File: src/rtl/mem_port_arbiter_pkg.sv
// rtl/mem_port_arbiter_pkg.sv - shared width, FSM state codes and sizing helper for the memory port arbiter
package mem_port_arbiter_pkg;

    localparam int WORD_SIZE = 16;

    localparam logic [1:0] ARB_IDLE   = 2'd0;
    localparam logic [1:0] ARB_I_XFER = 2'd1;
    localparam logic [1:0] ARB_D_XFER = 2'd2;

    // Counter/index width that stays at least one bit even for a count of 1.
    function automatic int idx_width(input int n);
        return (n > 1) ? $clog2(n) : 1;
    endfunction

endpackage

File: src/rtl/mem_port_arbiter_xfer_counter.sv
// rtl/mem_port_arbiter_xfer_counter.sv - latency counter and word index for one port transfer
module xfer_counter
    import mem_port_arbiter_pkg::*;
#(
    parameter int LINE_WORDS  = 4,
    parameter int MEM_LATENCY = 2
) (
    input  logic                                clk,
    input  logic                                reset_n,
    input  logic                                run,
    output logic [idx_width(LINE_WORDS)-1:0]    idx,
    output logic                                beat_last,
    output logic                                line_last
);

    localparam int IDX_W = idx_width(LINE_WORDS);
    localparam int LAT_W = idx_width(MEM_LATENCY);

    logic [LAT_W-1:0] lat;

    assign beat_last = (lat == LAT_W'(MEM_LATENCY - 1));
    assign line_last = beat_last && (idx == IDX_W'(LINE_WORDS - 1));

    // Held at zero whenever not running, so every transfer starts from word 0, cycle 0.
    always_ff @(posedge clk) begin
        if (!reset_n || !run) begin
            lat <= '0;
            idx <= '0;
        end else if (beat_last) begin
            lat <= '0;
            idx <= line_last ? '0 : idx + 1'b1;
        end else begin
            lat <= lat + 1'b1;
        end
    end

endmodule

File: src/rtl/mem_port_arbiter.sv
// rtl/mem_port_arbiter.sv - shares the external memory port between I-fetch line fills and D-side accesses
module mem_port_arbiter
    import mem_port_arbiter_pkg::*;
#(
    parameter int WORD_SIZE   = mem_port_arbiter_pkg::WORD_SIZE,
    parameter int LINE_WORDS  = 4,
    parameter int MEM_LATENCY = 2
) (
    input  logic                                clk,
    input  logic                                reset_n,
    input  logic                                i_req,
    input  logic [WORD_SIZE-1:0]                i_addr,
    input  logic                                d_req,
    input  logic                                d_we,
    input  logic [WORD_SIZE-1:0]                d_addr,
    input  logic [WORD_SIZE-1:0]                d_wdata,
    output logic                                gnt_i,
    output logic                                gnt_d,
    output logic                                rvalid,
    output logic [idx_width(LINE_WORDS)-1:0]    ridx,
    output logic [WORD_SIZE-1:0]                rdata,
    output logic                                i_done,
    output logic                                d_done,
    output logic                                mem_read,
    output logic                                mem_write,
    output logic [WORD_SIZE-1:0]                mem_addr,
    output logic [WORD_SIZE-1:0]                mem_wdata,
    input  logic [WORD_SIZE-1:0]                mem_rdata
);

    localparam int IDX_W = idx_width(LINE_WORDS);

    logic [1:0]           state;
    logic                 last_d;
    logic                 cap_we;
    logic [WORD_SIZE-1:0] cap_addr;
    logic [WORD_SIZE-1:0] cap_wdata;
    logic [IDX_W-1:0]     idx;
    logic                 beat_last;
    logic                 line_last;
    logic                 busy;
    logic                 xfer_done;
    logic [WORD_SIZE-1:0] line_base;

    assign busy      = (state != ARB_IDLE);
    assign xfer_done = ((state == ARB_I_XFER) && line_last) ||
                       ((state == ARB_D_XFER) && (cap_we ? beat_last : line_last));
    assign line_base = cap_addr & ~WORD_SIZE'(LINE_WORDS - 1);

    xfer_counter #(
        .LINE_WORDS  (LINE_WORDS),
        .MEM_LATENCY (MEM_LATENCY)
    ) u_xfer_counter (
        .clk       (clk),
        .reset_n   (reset_n),
        .run       (busy && !xfer_done),
        .idx       (idx),
        .beat_last (beat_last),
        .line_last (line_last)
    );

    // On a conflict D wins unless D owned the previous completed grant.
    always_ff @(posedge clk) begin
        if (!reset_n) begin
            state     <= ARB_IDLE;
            last_d    <= 1'b0;
            cap_we    <= 1'b0;
            cap_addr  <= '0;
            cap_wdata <= '0;
        end else begin
            case (state)
                ARB_IDLE: begin
                    if (d_req && (!i_req || !last_d)) begin
                        state     <= ARB_D_XFER;
                        cap_we    <= d_we;
                        cap_addr  <= d_addr;
                        cap_wdata <= d_wdata;
                    end else if (i_req) begin
                        state     <= ARB_I_XFER;
                        cap_we    <= 1'b0;
                        cap_addr  <= i_addr;
                        cap_wdata <= '0;
                    end
                end
                ARB_I_XFER: begin
                    if (xfer_done) begin
                        state  <= ARB_IDLE;
                        last_d <= 1'b0;
                    end
                end
                ARB_D_XFER: begin
                    if (xfer_done) begin
                        state  <= ARB_IDLE;
                        last_d <= 1'b1;
                    end
                end
                default: state <= ARB_IDLE;
            endcase
        end
    end

    always_comb begin
        gnt_i     = (state == ARB_I_XFER);
        gnt_d     = (state == ARB_D_XFER);
        mem_write = gnt_d && cap_we;
        mem_read  = gnt_i || (gnt_d && !cap_we);
        rvalid    = mem_read && beat_last;
        ridx      = rvalid ? idx : '0;
        rdata     = rvalid ? mem_rdata : '0;
        i_done    = gnt_i && xfer_done;
        d_done    = gnt_d && xfer_done;
        mem_addr  = '0;
        mem_wdata = '0;
        if (mem_write) begin
            mem_addr  = cap_addr;
            mem_wdata = cap_wdata;
        end else if (mem_read) begin
            mem_addr  = line_base + WORD_SIZE'(idx);
        end
    end

endmodule
File: config.mk
export PLATFORM = sky130hd
export DESIGN_NAME = mem_port_arbiter
export DESIGN_NICKNAME = d
export VERILOG_FILES = /design/src/rtl/mem_port_arbiter_pkg.sv /design/src/rtl/mem_port_arbiter_xfer_counter.sv /design/src/rtl/mem_port_arbiter.sv
export SDC_FILE = /design/constraint.sdc
export NUM_CORES = 1
export LEC_CHECK = 0
export BUFFER_PORTS_ARGS = -buffer_cell sky130_fd_sc_hd__buf_2
export CORE_MARGIN = 3
export CORE_UTILIZATION = 30
export DETAILED_ROUTE_END_ITERATION = 6
export PLACE_DENSITY_LB_ADDON = 0.08
export SLEW_MARGIN = 40
export SYNTH_ARGS = -nofsm -noshare
export SYNTH_HDL_FRONTEND = slang
export SYNTH_HIERARCHICAL = 1
export SYNTH_SLANG_ARGS = --single-unit
File: constraint.sdc
create_clock -name clk -period 1.69 [get_ports clk]
set_clock_uncertainty 0.15 [all_clocks]
set_input_delay 0.2535 -clock clk [delete_from_list [all_inputs] [get_ports clk]]
set_output_delay 0.2535 -clock clk [all_outputs]
set_load 0.01 [all_outputs]
==> results.md <==
* Crit path required time at around 1.3 ns
* Crit Path Category: reg2out
* Max-slew violations at 0
* Switching Share at a little over a third
* DRC violations left at 0
* CP endpoint kind: primary output
* Synth cell types at 32
* Vias at approximately 2300
* Hold Fails Final Rpt at 0
* Yosys reg bits at 39
* Power per cell area at 979 nW/um^2
* Diodes inserted at 0
* Post-DP HPWL at ~4300 microns
* Port Buf Inserts at between 100 and 150
* Outcome: finished, violations left
* Final setup violation count at 50
* Seq pwr share at just over 30%
* Initial Util at 32.2%
* Pre-CTS WS at -0.0228 ns
* Final Wtd Congestion at roughly 0.79
* Ys Warns at 6
* EDFF count, synth at 0
* GR Util All Layers at between 15 and 20%
* Vias per cell at between 4 and 5
* Layout area overhead at 82.8%
* Fin util at 58.8%
* PnR worst setup slack at -0.256 ns
* CTS H-Tree Depth at 2
* CTS Buf Count at 5
* RSZ-0062 raised after global routing: yes
* Avg Inst Size Synth at around 8.7 sq um
* Minimum clock period at around 2 ns
* Clock share of power at around 16%
* Sequential area share after synthesis at a little under two fifths
* MaxCap Viol Count at 0
* Combinational group share of total power at ~53%
* Failing checks: setup timing
* Max FO, Critical Path at 3
* Net count after synthesis at 317
* Die width at 89.9 microns
* Share of post-route cells with drive strength above 1 at between 60 and 70%
* Filler Cell Count at 572
* # nets final at 467
* Count leader, synth: dfxtp_1
* Antenna violations before repair at 0
* Post-synth top flop: dfxtp_1
* Hold-fix buffers, CTS at 0
* Rel. slew slack at around four fifths
* HP Class: in2reg
* Iter 0 DRT Violations at 72
* Largest net degree at the start of global routing at 33
* Skew-Pair Late Insertion Delay at about 0.28 ns
* First-pass GRT wire length at ~11000 microns
* Arr. time, crit path at roughly 1.5 ns
* Ys async rst share at 0%
* Clock Pin Slew Worst Setup and Hold Paths at roughly 0.07 ns
* Maximum clock rate at about 510 MHz
* Total core area at 6570 sq um
* Final ANT Viol Nets at 0
* Clock Tree Root: clkbuf_8
* Internal power at around 0.0024 W
* Proportion of netlist area held by the largest area contributor at a little under two fifths
* Critical Path Start Type: register
* Synth area leaders: dfxtp_1, and3_1, mux2i_1
* Dominant cell type by area after synthesis: dfxtp_1
* Peak VDD IR at between 400 and 500 uV
* CTS sink cnt at 39
* DRT Pass-1 Iters at 4
* Tcrit/Tclk final at 115%
* Leakage at 1.78 nW
* Total die area at about 8100 sq um
* Drt wl/cell at roughly 14 microns
* Die H at 89.9 microns
* Row Count at 29
* Total global routing overflow at 0
* Post-Syn Area at ~2100 sq um
* Cell count after synthesis at roughly 240
* Post-Route WL at ~7000 microns
* CTS tree: built
* Synth top cells by count: dfxtp_1, and3_1, a21oi_1, mux2i_1, o21ai_0
* Worst-Margin Slew at 0.294 ns
* CTS max path bufs at 2
* # IOs at between 100 and 150
* Psw at 0.00137 W
* Vias in the first global route at roughly 2200
area by class of cell:
class	count	area [sq um]	share of cell area, %
Tap cell	93	116	3.01
Clock inverter	1	5.00	0.130
Inverter	7	28.8	0.745
Clock buffer	7	76.3	1.98
Multi-Input combinational cell	180	1580	40.9
Timing Repair Buffer	161	1270	32.8
Sequential cell	39	790	20.4
repair_timing:
item                       4_1_cts  5_1_grt
buffers inserted                 9        4
cloned                           5        3
pin swaps                       27       18
setup endpoints to repair       56       87
gates resized for setup         67       76
per-layer routing:
layer	track usage [%]	wire, microns	share of wire [%]
met2	26.6	3410	48
met4	3.32	51	0.72
met5	0	0	0
met3	5.59	517	7.3
met1	19.5	3070	44
through the flow:
step / area [sq um] / setup TNS [ns] / cells / hold WS [ns] / total power, W
CTS: 3440 / -9.05 / 483 / 0.0378 / 0.00347
global route: 3860 / -11.85 / 488 / 0.0408 / 0.00402
floorplan: 2120 / 0 / 244 / 0.238 / 0.00195
finish: 3860 / -8.74 / 488 / 0.0427 / 0.00378
global placement: 2950 / -0.00290 / 461 / 0.332 / 0.00244
detailed placement: 2950 / -0.216 / 461 / 0.342 / 0.00245
flip-flops by register name, summed over array words and instances (netlist names):
signal                    flops
cap_wdata                    16
u_xfer_counter/idx            2
cap_we                        1
cap_addr                     16
u_xfer_counter/beat_last      1
last_d                        1
state                         2
cell families after synthesis:
family | share of synthesized area [%]
adder cells (fa/ha/maj) | 2.37
flip-flops | 36.9
buffers and inverters | 6.81
AND/OR/NAND/NOR | 24.0
AO/OA/AOI/OAI | 21.3
multiplexers | 8.58
power groups by stage:
stage	registers, W	clock network (W)	logic (W)
6_report	0.00118	0.000597	0.00201
5_1_grt	0.00120	0.000660	0.00216
3_3_place_gp	0.00117	0	0.00127
4_1_cts	0.00116	0.000628	0.00167
3_5_place_dp	0.00117	0	0.00128
2_1_floorplan	0.00116	0	0.000797
layout by cell type (no fill, tap or decap), types with 5 or more instances in the layout:
master / n
buf_2: 90
nor2_1: 10
and3_4: 31
nand2_1: 5
a22oi_2: 16
mux2i_1: 17
a21oi_1: 18
buf_4: 18
clkbuf_8: 5
buf_12: 6
o21ai_0: 13
buf_6: 44
nor2b_1: 13
dfxtp_1: 34
nor2_2: 11
worst paths after layout:
path,start,endpoint,slack (ns),cells past startpoint
worst max register to register,u_xfer_counter/idx[0],state[1],-0.08,7
worst min register to register,cap_wdata[11],cap_wdata[11],0.35,2
worst max-delay path,u_xfer_counter/idx[0],d_done,-0.26,6
worst min-delay path,d_wdata[14],cap_wdata[14],0.04,3
worst max-delay path: stages, from the launching register on:
cell	delay, ns
dfxtp_2	0.34
ha_4	0.16
and2_4	0.15
mux2_4	0.30
a21oi_2	0.12
nor2b_1	0.05
buf_2	0.14
Note: power is estimated with default switching activity, not from simulation.
